`src/rtl/bp_pkg.sv`:
```
// Shared types and helpers for the branch history table update path.
// Counters are 2-bit saturating: strongly/weakly not-taken, weakly/strongly taken.
package bp_pkg;

  localparam int BHT_IDX_W = 6;

  typedef logic [1:0] ctr_t;

  localparam ctr_t SNT = 2'd0;
  localparam ctr_t WNT = 2'd1;
  localparam ctr_t WT  = 2'd2;
  localparam ctr_t ST  = 2'd3;

  typedef enum logic {S_INIT, S_RUN} state_t;

  function automatic ctr_t sat_update(input ctr_t c, input logic taken);
    if (taken) return (c == ST) ? ST : ctr_t'(c + 2'd1);
    else       return (c == SNT) ? SNT : ctr_t'(c - 2'd1);
  endfunction

endpackage

```
`src/rtl/bht_upd_fifo.sv`:
```
// Small synchronous FIFO buffering {idx, taken} branch updates from EX.
// Pointers wrap naturally because QDEPTH is a power of two.
module bht_upd_fifo #(
  parameter int QDEPTH = 4,
  parameter int WIDTH  = 7,
  localparam int AW    = $clog2(QDEPTH),
  localparam int CW    = AW + 1
) (
  input  logic             clk,
  input  logic             rst_n,
  input  logic             push,
  input  logic [WIDTH-1:0] din,
  input  logic             pop,
  output logic [WIDTH-1:0] dout,
  output logic [CW-1:0]    count
);

  logic [WIDTH-1:0] mem [QDEPTH];
  logic [AW-1:0]    wr_ptr;
  logic [AW-1:0]    rd_ptr;
  logic             do_push;
  logic             do_pop;

  assign do_push = push && (count < CW'(QDEPTH));
  assign do_pop  = pop && (count != '0);
  assign dout    = mem[rd_ptr];

  always_ff @(posedge clk) begin
    if (!rst_n) begin
      wr_ptr <= '0;
      rd_ptr <= '0;
      count  <= '0;
    end else begin
      if (do_push) wr_ptr <= wr_ptr + 1'b1;
      if (do_pop)  rd_ptr <= rd_ptr + 1'b1;
      case ({do_push, do_pop})
        2'b10:   count <= count + 1'b1;
        2'b01:   count <= count - 1'b1;
        default: count <= count;
      endcase
    end
  end

  // Storage needs no reset; only entries below count are ever observed.
  always_ff @(posedge clk) begin
    if (do_push) mem[wr_ptr] <= din;
  end

endmodule

```
`src/rtl/bht_update_ctrl.sv`:
```
// BHT write-port scheduler: post-reset sweep, EX update FIFO, pipelined RMW with forwarding.
// Optional BHT_UPD_STATS_EN adds update and stall counters.
module bht_update_ctrl
  import bp_pkg::*;
#(
  parameter int   IDX_W    = BHT_IDX_W,
  parameter int   QDEPTH   = 4,
  parameter ctr_t INIT_VAL = 2'b01
) (
  input  logic             clk,
  input  logic             rst_n,
  input  logic             i_ex_valid,
  input  logic [31:0]      i_ex_pc,
  input  logic             i_ex_taken,
  output logic             o_ex_ready,
  output logic             o_tbl_rd_en,
  output logic [IDX_W-1:0] o_tbl_rd_idx,
  input  logic [1:0]       i_tbl_rd_data,
  output logic             o_tbl_wr_en,
  output logic [IDX_W-1:0] o_tbl_wr_idx,
  output logic [1:0]       o_tbl_wr_data,
  output logic             o_init_busy,
  output logic             o_idle
`ifdef BHT_UPD_STATS_EN
  ,
  output logic [31:0]      o_stat_updates,
  output logic [31:0]      o_stat_stall_cycles
`endif
);

  localparam int CW = $clog2(QDEPTH) + 1;

  state_t           state, state_nxt;
  logic [IDX_W-1:0] sweep_cnt;
  logic [CW-1:0]    fifo_count;
  logic [IDX_W:0]   fifo_din, fifo_dout;
  logic             push, pop;
  logic             w_valid, w_taken;
  logic [IDX_W-1:0] w_idx;
  logic             fwd_valid;
  logic [IDX_W-1:0] fwd_idx;
  ctr_t             fwd_data;
  ctr_t             w_old, w_new;
  logic             unused_pc;

  assign unused_pc  = ^{i_ex_pc[31:IDX_W+2], i_ex_pc[1:0]};
  assign fifo_din   = {i_ex_pc[IDX_W+1:2], i_ex_taken};
  assign o_ex_ready = rst_n && (fifo_count < CW'(QDEPTH));
  assign push       = i_ex_valid && o_ex_ready;
  assign pop        = rst_n && (state == S_RUN) && (fifo_count != '0);

  // The read-first array returns stale data when the previous write hit the same index.
  assign w_old = (fwd_valid && (fwd_idx == w_idx)) ? fwd_data : i_tbl_rd_data;
  assign w_new = sat_update(w_old, w_taken);

  bht_upd_fifo #(
    .QDEPTH (QDEPTH),
    .WIDTH  (IDX_W + 1)
  ) u_fifo (
    .clk   (clk),
    .rst_n (rst_n),
    .push  (push),
    .din   (fifo_din),
    .pop   (pop),
    .dout  (fifo_dout),
    .count (fifo_count)
  );

  always_ff @(posedge clk) begin
    if (!rst_n) begin
      state     <= S_INIT;
      sweep_cnt <= '0;
    end else begin
      state <= state_nxt;
      if (state == S_INIT) sweep_cnt <= sweep_cnt + 1'b1;
    end
  end

  always_ff @(posedge clk) begin
    if (!rst_n) begin
      w_valid   <= 1'b0;
      w_idx     <= '0;
      w_taken   <= 1'b0;
      fwd_valid <= 1'b0;
      fwd_idx   <= '0;
      fwd_data  <= SNT;
    end else begin
      w_valid   <= pop;
      w_idx     <= fifo_dout[IDX_W:1];
      w_taken   <= fifo_dout[0];
      fwd_valid <= w_valid;
      fwd_idx   <= w_idx;
      fwd_data  <= w_new;
    end
  end

  // Outputs are forced quiet while reset is held so an aborted operation never writes.
  always_comb begin
    state_nxt     = state;
    o_tbl_rd_en   = 1'b0;
    o_tbl_rd_idx  = '0;
    o_tbl_wr_en   = 1'b0;
    o_tbl_wr_idx  = '0;
    o_tbl_wr_data = '0;
    o_init_busy   = 1'b1;
    o_idle        = 1'b0;
    if (rst_n) begin
      case (state)
        S_INIT: begin
          o_tbl_wr_en   = 1'b1;
          o_tbl_wr_idx  = sweep_cnt;
          o_tbl_wr_data = INIT_VAL;
          if (&sweep_cnt) state_nxt = S_RUN;
        end
        S_RUN: begin
          o_init_busy  = 1'b0;
          o_tbl_rd_en  = pop;
          o_tbl_rd_idx = pop ? fifo_dout[IDX_W:1] : '0;
          if (w_valid) begin
            o_tbl_wr_en   = 1'b1;
            o_tbl_wr_idx  = w_idx;
            o_tbl_wr_data = w_new;
          end
          o_idle = (fifo_count == '0) && !w_valid;
        end
        default: state_nxt = S_INIT;
      endcase
    end
  end

`ifdef BHT_UPD_STATS_EN
  always_ff @(posedge clk) begin
    if (!rst_n) begin
      o_stat_updates      <= '0;
      o_stat_stall_cycles <= '0;
    end else begin
      if (w_valid) o_stat_updates <= o_stat_updates + 32'd1;
      if (i_ex_valid && !o_ex_ready) o_stat_stall_cycles <= o_stat_stall_cycles + 32'd1;
    end
  end
`endif

endmodule

```
`config.mk`:
```
export PLATFORM = sky130hd
export DESIGN_NAME = bht_update_ctrl
export DESIGN_NICKNAME = d
export VERILOG_FILES = /design/src/rtl/bp_pkg.sv /design/src/rtl/bht_upd_fifo.sv /design/src/rtl/bht_update_ctrl.sv
export SDC_FILE = /design/constraint.sdc
export NUM_CORES = 1
export LEC_CHECK = 0
export ABC_AREA = 0
export ABC_CLOCK_PERIOD_IN_PS = 4800
export CAP_MARGIN = 20
export CORE_AREA = 3 3 76 78
export CTS_CLUSTER_SIZE = 14
export DETAILED_ROUTE_END_ITERATION = 12
export DIE_AREA = 0 0 79 81
export PLACE_DENSITY_LB_ADDON = 0.05
export SYNTH_ARGS = -nofsm -noshare
export SYNTH_HDL_FRONTEND = slang
export SYNTH_SLANG_ARGS = --single-unit
```
`constraint.sdc`:
```
create_clock -name clk -period 4.8 [get_ports clk]
set_clock_uncertainty 0.1 [all_clocks]
set_input_delay 0.96 -clock clk [delete_from_list [all_inputs] [get_ports clk]]
set_output_delay 0.96 -clock clk [all_outputs]
set_load 0.1 [all_outputs]
```
==> results.ini <==
[cells_and_area]
multi_input_area_um2 = 958
num-nets-final = 292
fin_area_um2 = 3210
syn_to_final_growth_pct = 27.1
regArea_um2 = 1500
antenna_cells = 0
fillCellCount = 426
drive_gt1_share_pct = 19.4

[yosys]
synth_top_family_by_area = simple AND/OR/NAND/NOR gates
synth_compound_area_share_pct = 6.18
syn_area_um2 = 2530
synth_cells = 212
synthesis.nets = 257
avgSynthCellArea_um2 = 11.9
ys_ff_latch = 61
synthArstFlopShare_pct = 0
synth_xor_area_share_pct = 5.19
synth-adder-area-share_pct = 3.76
ys_seq_area_share_pct = 59.3
yosys.area_share.simple_pct = 15.7
synthDistinctLibCells = 35
synth_mux_area_share_pct = 6.63
synth-main-ff-cell = dfxtp_1
synth_edf_count = 28
ys_warn_count = 0

[critical_path]
reg2reg_to = u_fifo.count[2]
cp_num_buf_inv = 5
cp-end-kind = output port
crit_arrival_ns = 2.59
worstSetupPathType = in2out
reg2reg_depth = 9
startpoint_type = input pin
cp_top_family = buffers and inverters
cp_slowest_cell = clkdlybuf4s50_1
cp_slowest_stage_delay_ns = 0.56
crit_chain = clkdlybuf4s50_1 > buf_4 > clkinv_1 > buf_4 > nor2_1 > buf_12
r2r_slack_ns = 2.15
required_ns = 3.74
path_common_cell = buf_4
path_max_fanout = 25
reg2reg_from = state

[placed_design]
numPortBuffers = 30
dpl.hpwl_um = 3370
gp_congestion = 0.803
place_area_um2 = 3020

[floorplanning]
fp.dieArea_um2 = 6400
core_area_um2 = 5140
fp.dieW_um = 79
fp.dieH_um = 81
rows = 26
ios = 57
start_util_pct = 49.2

[route]
drt_pass1_iterations = 4
routed_wl_um = 4590
routed_via_density = 5.01
drcViolationCount = 0
drt_iter0_drc = 38
avgRoutedWirePerCell_um = 14.3
num_vias = 1612
ant_nets = 0

[outcome]
outcome = finished, final reports clean

[cts]
post_cts_resized = 0
cts_max_level = 3
hold_buffers = 0
cts_tree = built
cts_setup_buffers = 0
cts-root-buf = clkbuf_8
cts_made_buffers = 9
path_clk_slew_ns = 0.07
cts_buffer_depth = 2
cts_sinks = 61
insertion_delay_ns = 0.32

[power_and_ir_drop]
leakage_nw = 1.15
vdd_drop_max_mv = 0.236
p_per_area_nw_per_um2 = 343

[min_path]
hp-start = sweep_cnt[5]
holdPathEnd = sweep_cnt[5]
hold_depth = 2
hold_class = reg2reg

[timing]
worst_slew_pin_slew_ns = 0.491
drv_slew = 0
relSlewSlack_pct = 66.8
min_period_ns = 3.65
period_share_pct = 76.0
hold_viol = 0
fmax_ghz = 0.274
setup_viol = 0
rsz0062_at_grt = false
holdWs_ns = 0.413
fin_tns_setup_ns = 0

[global_route]
grt_max_degree = 26
grt_first_pass_wirelength_um = 7800
gr-usage-all-layers_pct = 16.4
grt_overflow_total = 0
grt_pass1_vias = 1670
antenna_found_initial = 0

[job]
maxCapViolCount = 0

-- synthesized netlist by cell type, types with 6 or more instances --
library cell  number  share of area (%)
clkbuf_1           7                1.0
xor2_1             6                2.1
dfxtp_1           33                 26
and2_1            20                4.9
nand2_1           10                1.5
mux4_2             7                6.2
ha_1               6                3.0
inv_1             10                1.5
nand3_1            9                1.8
a21oi_1           11                2.2
nor2_1            15                2.2
xnor2_1            9                3.1
nor2b_1            6                1.5
edfxtp_1          28                 33
-- layout make-up --
type                       count  area share [%]
sequential                    61            46.7
multi-input combinational    130            29.8
timing repair buffer          33            13.2
clock buffer                  13            5.61
tap                           70            2.72
inverter                      12            1.40
clock inverter                 3           0.506
-- tightest hold or removal path: stages, from the launching register on --
cell and delay [ns]:
dfxtp_1 0.34, o21ai_0 0.08, a21oi_1 0.06
-- how the worst max path moves through the flow --
| stage | startpoint | end | slack [ns] | depth (start not counted) |
|---|---|---|---|---|
| after CTS | rst_n | o_ex_ready | 1.13 | 6 |
| final | rst_n | o_ex_ready | 1.15 | 6 |
| after global routing | rst_n | u_fifo.count[2] | 1.0 | 13 |
| after floorplan | rst_n | o_tbl_rd_en | 0.39 | 3 |
| after global placement | rst_n | u_fifo.count[2] | 1.03 | 13 |
| after detailed placement | rst_n | u_fifo.count[2] | 0.94 | 13 |
-- registers in the layout (all words and copies together) (netlist names), named ones only --
register and flops:
fwd_valid 1, u_fifo.count 3, state 1, fwd_data 2, sweep_cnt 6, fwd_idx 6
u_fifo.wr_ptr 2, w_valid 1, w_taken 1, u_fifo.mem 28, w_idx 6, u_fifo.rd_ptr 2
-- logic make-up after synthesis --
family	after synthesis
AOI/OAI and AO/OA	25
buffers and inverters	21
adders and majority gates	7
xor gates and xnor gates	15
DFF	61
and+or+nand+nor	75
muxes	8
-- report_power, final --
group / internal (mW) / total, mW / switching (mW)
Combinational: 0.0389 / 0.0946 / 0.0556
Sequential: 0.561 / 0.572 / 0.0108
Clock: 0.246 / 0.435 / 0.189
Total: 0.846 / 1.10 / 0.256
-- through the flow --
step / power [mW] / cells / util, % / worst slack [ns]
global placement: 0.674 / 306 / 58.7 / 1.03
global route: 1.15 / 322 / 62.5 / 0.997
CTS: 1.11 / 322 / 62.5 / 1.13
floorplan: 0.645 / 212 / - / 0.392
detailed placement: 0.679 / 306 / 58.7 / 0.937
finish: 1.10 / 322 / 62.5 / 1.15
-- cell usage in the layout (no fill, tap or decap), types with 9 or more instances in the layout --
master	netlist	final
a21oi_1	11	11
and2_1	20	20
buf_12	0	12
buf_4	0	10
clkbuf_8	0	11
clkdlybuf4s50_1	0	11
dfxtp_1	33	33
edfxtp_1	28	28
inv_1	10	10
nand2_1	10	10
nand3_1	9	9
nor2_1	15	15
xnor2_1	9	9
-- layer usage --
layer,GRT usage (%),part of all wire [%],up-vias
li1,-,-,808
met1,19.1,44,769
met2,27.8,51,31
met3,5.65,3.9,4
met4,6.70,1.2,0
met5,0,0,-
Note: power is estimated with default switching activity, not from simulation.
